$ cat config.mk
export PLATFORM = sky130hd
export DESIGN_NAME = stopwatch_lap_ctrl
export DESIGN_NICKNAME = d
export VERILOG_FILES = /design/src/rtl/stopwatch_lap_ctrl.sv
export SDC_FILE = /design/constraint.sdc
export NUM_CORES = 1
export LEC_CHECK = 0
export CORE_UTILIZATION = 55
export CTS_BUF_LIST = sky130_fd_sc_hd__clkbuf_4
export DETAILED_ROUTE_END_ITERATION = 8
export HOLD_SLACK_MARGIN = 0.06
export PLACE_DENSITY = 0.8
export SYNTH_ARGS = -nofsm -noshare
export SYNTH_HDL_FRONTEND = slang
export SYNTH_SLANG_ARGS = --single-unit
export TNS_END_PERCENT = 10
$ cat constraint.sdc
create_clock -name clk_i -period 2.8 [get_ports clk_i]
set_input_delay 0.42 -clock clk_i [delete_from_list [all_inputs] [get_ports clk_i]]
set_output_delay 0.42 -clock clk_i [all_outputs]
set_load 0.02 [all_outputs]
$ cat src/rtl/stopwatch_lap_ctrl.sv
// rtl/stopwatch_lap_ctrl.sv - two-button stopwatch sequencer with lap FIFO (split laps: STOPWATCH_LAP_SPLIT_EN)
module stopwatch_lap_ctrl #(
  parameter int DATA_WIDTH = 16,
  parameter int MAX        = 99,
  parameter int LAP_DEPTH  = 4
) (
  input  logic                           clk_i,
  input  logic                           resetn_i,
  input  logic                           btn_ss_i,
  input  logic                           btn_lr_i,
  input  logic [DATA_WIDTH-1:0]          sw_count_i,
  output logic                           sw_start_o,
  output logic                           sw_stop_o,
  output logic                           sw_reset_o,
  output logic                           running_o,
  output logic                           lap_valid_o,
  output logic [DATA_WIDTH-1:0]          lap_data_o,
  input  logic                           lap_ready_i,
  output logic [$clog2(LAP_DEPTH+1)-1:0] lap_count_o,
  output logic                           lap_overflow_o
);

  localparam int AW = $clog2(LAP_DEPTH);
  localparam int CW = $clog2(LAP_DEPTH+1);

  if (LAP_DEPTH < 2 || (LAP_DEPTH & (LAP_DEPTH - 1)) != 0 || MAX < 1) begin : g_bad_cfg
    $error("stopwatch_lap_ctrl: LAP_DEPTH must be a power of two >= 2 and MAX >= 1");
  end

  typedef enum logic [1:0] {IDLE, RUN, PAUSE} state_e;

  state_e                state_q;
  logic                  start_q, stop_q, rst_pulse_q, running_q;
  logic [DATA_WIDTH-1:0] mem_q [LAP_DEPTH];
  logic [AW-1:0]         rd_ptr_q, wr_ptr_q;
  logic [CW-1:0]         count_q;
  logic                  overflow_q;

  logic                  lap_req, reset_req, pop, full, push, drop;
  logic [DATA_WIDTH-1:0] lap_entry;

  always_comb begin
    lap_req   = (state_q == RUN) && btn_lr_i;
    reset_req = (state_q != RUN) && btn_lr_i;
    pop       = (count_q != '0) && lap_ready_i;
    full      = (count_q == CW'(LAP_DEPTH));
    push      = lap_req && (!full || pop);
    drop      = lap_req && !push;
  end

`ifdef STOPWATCH_LAP_SPLIT_EN
  logic [DATA_WIDTH-1:0] last_lap_q;
  logic [DATA_WIDTH:0]   wrap_sum;

  // Wrapped split: the timer rolled over MAX since the previous lap.
  always_comb begin
    wrap_sum = {1'b0, sw_count_i} + (DATA_WIDTH+1)'(MAX) + (DATA_WIDTH+1)'(1) - {1'b0, last_lap_q};
    if (sw_count_i >= last_lap_q) lap_entry = sw_count_i - last_lap_q;
    else                          lap_entry = DATA_WIDTH'(wrap_sum);
  end

  always_ff @(posedge clk_i) begin
    if (!resetn_i || reset_req) last_lap_q <= '0;
    else if (lap_req)           last_lap_q <= sw_count_i;
  end
`else
  always_comb lap_entry = sw_count_i;
`endif

  always_ff @(posedge clk_i) begin
    if (!resetn_i) begin
      state_q     <= IDLE;
      start_q     <= 1'b0;
      stop_q      <= 1'b0;
      rst_pulse_q <= 1'b0;
      running_q   <= 1'b0;
    end else begin
      start_q     <= 1'b0;
      stop_q      <= 1'b0;
      rst_pulse_q <= 1'b0;
      case (state_q)
        IDLE: begin
          if (btn_lr_i) begin
            rst_pulse_q <= 1'b1;
          end else if (btn_ss_i) begin
            start_q   <= 1'b1;
            running_q <= 1'b1;
            state_q   <= RUN;
          end
        end
        RUN: begin
          if (btn_ss_i) begin
            stop_q    <= 1'b1;
            running_q <= 1'b0;
            state_q   <= PAUSE;
          end
        end
        PAUSE: begin
          if (btn_lr_i) begin
            rst_pulse_q <= 1'b1;
            state_q     <= IDLE;
          end else if (btn_ss_i) begin
            start_q   <= 1'b1;
            running_q <= 1'b1;
            state_q   <= RUN;
          end
        end
        default: begin
          running_q <= 1'b0;
          state_q   <= IDLE;
        end
      endcase
    end
  end

  // A reset action flushes the queue and wins over any pop in the same cycle.
  always_ff @(posedge clk_i) begin
    if (!resetn_i) begin
      for (int i = 0; i < LAP_DEPTH; i++) mem_q[i] <= '0;
      rd_ptr_q   <= '0;
      wr_ptr_q   <= '0;
      count_q    <= '0;
      overflow_q <= 1'b0;
    end else if (reset_req) begin
      rd_ptr_q   <= '0;
      wr_ptr_q   <= '0;
      count_q    <= '0;
      overflow_q <= 1'b0;
    end else begin
      if (push) begin
        mem_q[wr_ptr_q] <= lap_entry;
        wr_ptr_q        <= wr_ptr_q + AW'(1);
      end
      if (pop) rd_ptr_q <= rd_ptr_q + AW'(1);
      case ({push, pop})
        2'b10:   count_q <= count_q + CW'(1);
        2'b01:   count_q <= count_q - CW'(1);
        default: count_q <= count_q;
      endcase
      if (drop) overflow_q <= 1'b1;
    end
  end

  assign sw_start_o     = start_q;
  assign sw_stop_o      = stop_q;
  assign sw_reset_o     = ~resetn_i | rst_pulse_q;
  assign running_o      = running_q;
  assign lap_valid_o    = (count_q != '0);
  assign lap_data_o     = mem_q[rd_ptr_q];
  assign lap_count_o    = count_q;
  assign lap_overflow_o = overflow_q;

endmodule

==> results by group <==
Setup path
  • Top delay family on crit path: buffers and inverters
  • Cells on worst reg2reg path: 5
  • Nature of the critical path endpoint: output port
  • CP Class: reg2out
  • CP required: 2.38 ns
  • Reg-to-reg startpoint: lap_count_o[1]
  • Max incr delay on CP: 0.56 ns
  • Worst setup SP type: flop
  • R2R Path End: lap_count_o[2]
  • Critical-path cell list: buf_4 -> mux4_2 -> clkdlybuf4s50_1
  • Slowest cell on the critical path: mux4_2
  • Crit path buf inv count: 2
  • Arr. time, crit path: 2.18 ns
  • Maximum fanout along the worst path: 16
  • WP depth: 3
  • Reg2Reg Setup Slack: approximately 0.93 ns

Logic synthesis
  • Syn nets: 276
  • Ys Warns: 0
  • Top cell type's share of synthesized area: 57.23%
  • Yosys reg bits: 80
  • Post-synth EDFFs: 64
  • Most common cell in the netlist: nor2_1
  • Synthesized cell area: 3358 sq um
  • Synth async-reset ratio: 0%
  • Post-synthesis cell count: 254
  • Distinct cells, synth: 33
  • Sequential area share after synthesis: 66.77%
  • Top_reg_cell synth: edfxtp_1
  • Syn Area/Cell: ~13 sq um
  • Area leader, netlist: edfxtp_1
  • Commonest cells in the netlist: nor2_1 (76), edfxtp_1 (64), nand2_1 (25)
  • Ranking of synthesized cells by area: edfxtp_1 (57%), mux4_2 (11%), dfxtp_1 (9.5%), nor2_1 (8.5%), nand2_1 (2.8%)

Detailed routing
  • Vias/cell: 5.438
  • Drt first pass iters: 5
  • Remaining DRCs: 0
  • Drt wl/cell: 15.81 microns
  • DRT iter0 DRCs: roughly 180
  • Vias: 2,137
  • Final wirelength: approximately 6200 microns
  • Antenna Nets Post-Route: 0

CTS
  • Worst-case clock buffer depth: 2
  • CTS tree: yes
  • H-tree level count: 3
  • Clock latency on the worst-skew pair: 0.42 ns
  • Reg clk slew, reported paths: 0.11 ns
  • Root Driver: clkbuf_4
  • CTS resizes: 0
  • CTS buffer count: 9
  • Post-CTS Setup Inserts: 0
  • Hold-fix buffers at CTS: 0
  • CTS Sinks: 80

Cells and area
  • N_diodes: 0
  • Fill count: 420
  • Layout cells sized above 1: approximately 16%
  • Area of the multi-input gates: 1003 sq um
  • Core Util, Final: between 60% and 70%
  • FF+latch area: 2242 sq um
  • Nets: about 340
  • Synth-to-layout area growth: 20.38%

STA
  • Final period utilization: 92.70%
  • Final Hold Viols: 0
  • RSZ-0062 raised after global routing: false
  • Max-slew violation count: 0
  • Final setup viols: 0
  • Worst slew pin tran: approximately 0.34 ns
  • Setup TNS: 0 ns
  • Relative slew slack: between 70% and 80%
  • Min Clock Period, post-route: 2.596 ns
  • FMAX: 0.3853 GHz
  • Worst Skew: around 0.016 ns

GRT
  • Total global-route track usage: 21.22%
  • M1 GR Usage: 26.33%
  • Vias in the first global route: 2,026
  • First-pass GRT wire length: roughly 9600 microns
  • Global route hottest layer: met2
  • Met3 Use GR: 4.886%
  • Antenna violations before repair: 0
  • GRT Residual Overflow: 0
  • Met2 Use GR: 34.96%
  • Largest net degree at the start of global routing: 27

Place
  • Port bufs: 45
  • GPL Wtd Cong: 0.7002
  • DP Wirelength: between 4000 and 5000 microns

Worst hold path
  • Hold Path End: lap_overflow_o
  • Hold path depth: 2
  • Hold Crit Class: reg2reg
  • Hold Crit Start: lap_overflow_o

Die
  • Core Area: between 5000 and 6000 sq um
  • Die width: 80.14 microns
  • Initial Util: 56.72%
  • Die footprint: 6422 sq um
  • I/O pins: 46
  • Die H: ~80 microns
  • Num rows: 28

Pwr
  • Max VDD drop: 0.2416 mV
  • Pwr dens: 515.6 nW/um^2
  • Pleak: 1.420 nW

Status
  • Status: finished, final reports clean

Run
  • Max-Cap Viols: 0
## worst reg2reg max path, delay by kind of cell, from the launching register on
family                     cells  cell delay (ns)
AOI/OAI and AO/OA              2             0.42
adders and majority gates      1             0.42
DFF                            1             0.43
muxes                          1             0.34
and+or+nand+nor                1             0.17
## power by group
group	total (mW)	leakage, nW	switching (mW)	internal (mW)
Sequential	1.33	0.795	0.0140	1.32
Clock	0.553	0.0589	0.380	0.173
Combinational	0.196	0.565	0.103	0.0938
Total	2.08	1.42	0.497	1.59
## through the flow
step / std cells / cell area (sq um) / hold WS, ns / setup WS, ns / power [mW]
floorplan: 254 / 3358 / 0.4603 / 0.5300 / 1.460
global placement: 377 / 3936 / 0.4670 / 0.4294 / 1.555
detailed placement: 377 / 3936 / 0.4581 / 0.4084 / 1.560
CTS: 393 / 4043 / 0.4995 / 0.1623 / 2.099
global route: 393 / 4043 / 0.5405 / 0.1080 / 2.149
finish: 393 / 4043 / 0.4908 / 0.2043 / 2.084
## routing by layer
metal | wire [microns] | vias up
met5 | 0 | -
met4 | 114 | 0
met3 | 297 | 10
met2 | 3178 | 66
met1 | 2621 | 1044
li1 | - | 1017
## how the worst max path moves through the flow
stage,startpoint,slack [ns],end
after CTS,flop,0.16,lap_data_o[2]
after global placement,btn_lr_i,0.43,mem_q[0][3]
after floorplan,lap_count_o[1],0.53,mem_q[1][0]
final,flop,0.20,lap_data_o[2]
after detailed placement,btn_lr_i,0.41,mem_q[0][3]
after global routing,flop,0.11,lap_data_o[13]
## cell families after synthesis
kind of cell / share of synthesized area, %
multiplexers: 11.07
AND/OR/NAND/NOR: 15.13
AO/OA/AOI/OAI: 2.310
adder cells (fa/ha/maj): 0.5961
flip-flops: 66.77
buffers and inverters: 3.353
XOR/XNOR: 0.7826
## cells in the final DEF, fill, tap and decap left out, drive strengths merged, types with 2 or more instances in the layout
cell type,instances
nand2,25
inv,5
nor2b,2
a21oi,4
nand3b,2
dfxtp,16
o21ai,4
or3,3
buf,17
clkdlybuf4s50,45
clkbuf,9
clkinv,5
edfxtp,64
xnor2,2
mux4,16
clkinvlp,2
nand3,6
nor2,76
## sequential cells by signal (all words and copies together), names as in the netlist, 2 cells and up, named ones only
| signal | count |
|---|---|
| mem_q | 64 |
| lap_count_o | 3 |
| rd_ptr_q | 2 |
| state_q | 2 |
| wr_ptr_q | 2 |
## final cells by class
cell class | instances | share of cell area [%]
clock inverters | 7 | 0.9595
flip-flops and latches | 80 | 55.46
multi-input cells | 155 | 24.82
repair buffers | 62 | 14.30
inverters | 5 | 0.4643
well taps | 75 | 2.321
clock buffers | 9 | 1.671
No activity file was read; power rests on OpenSTA's default activity.
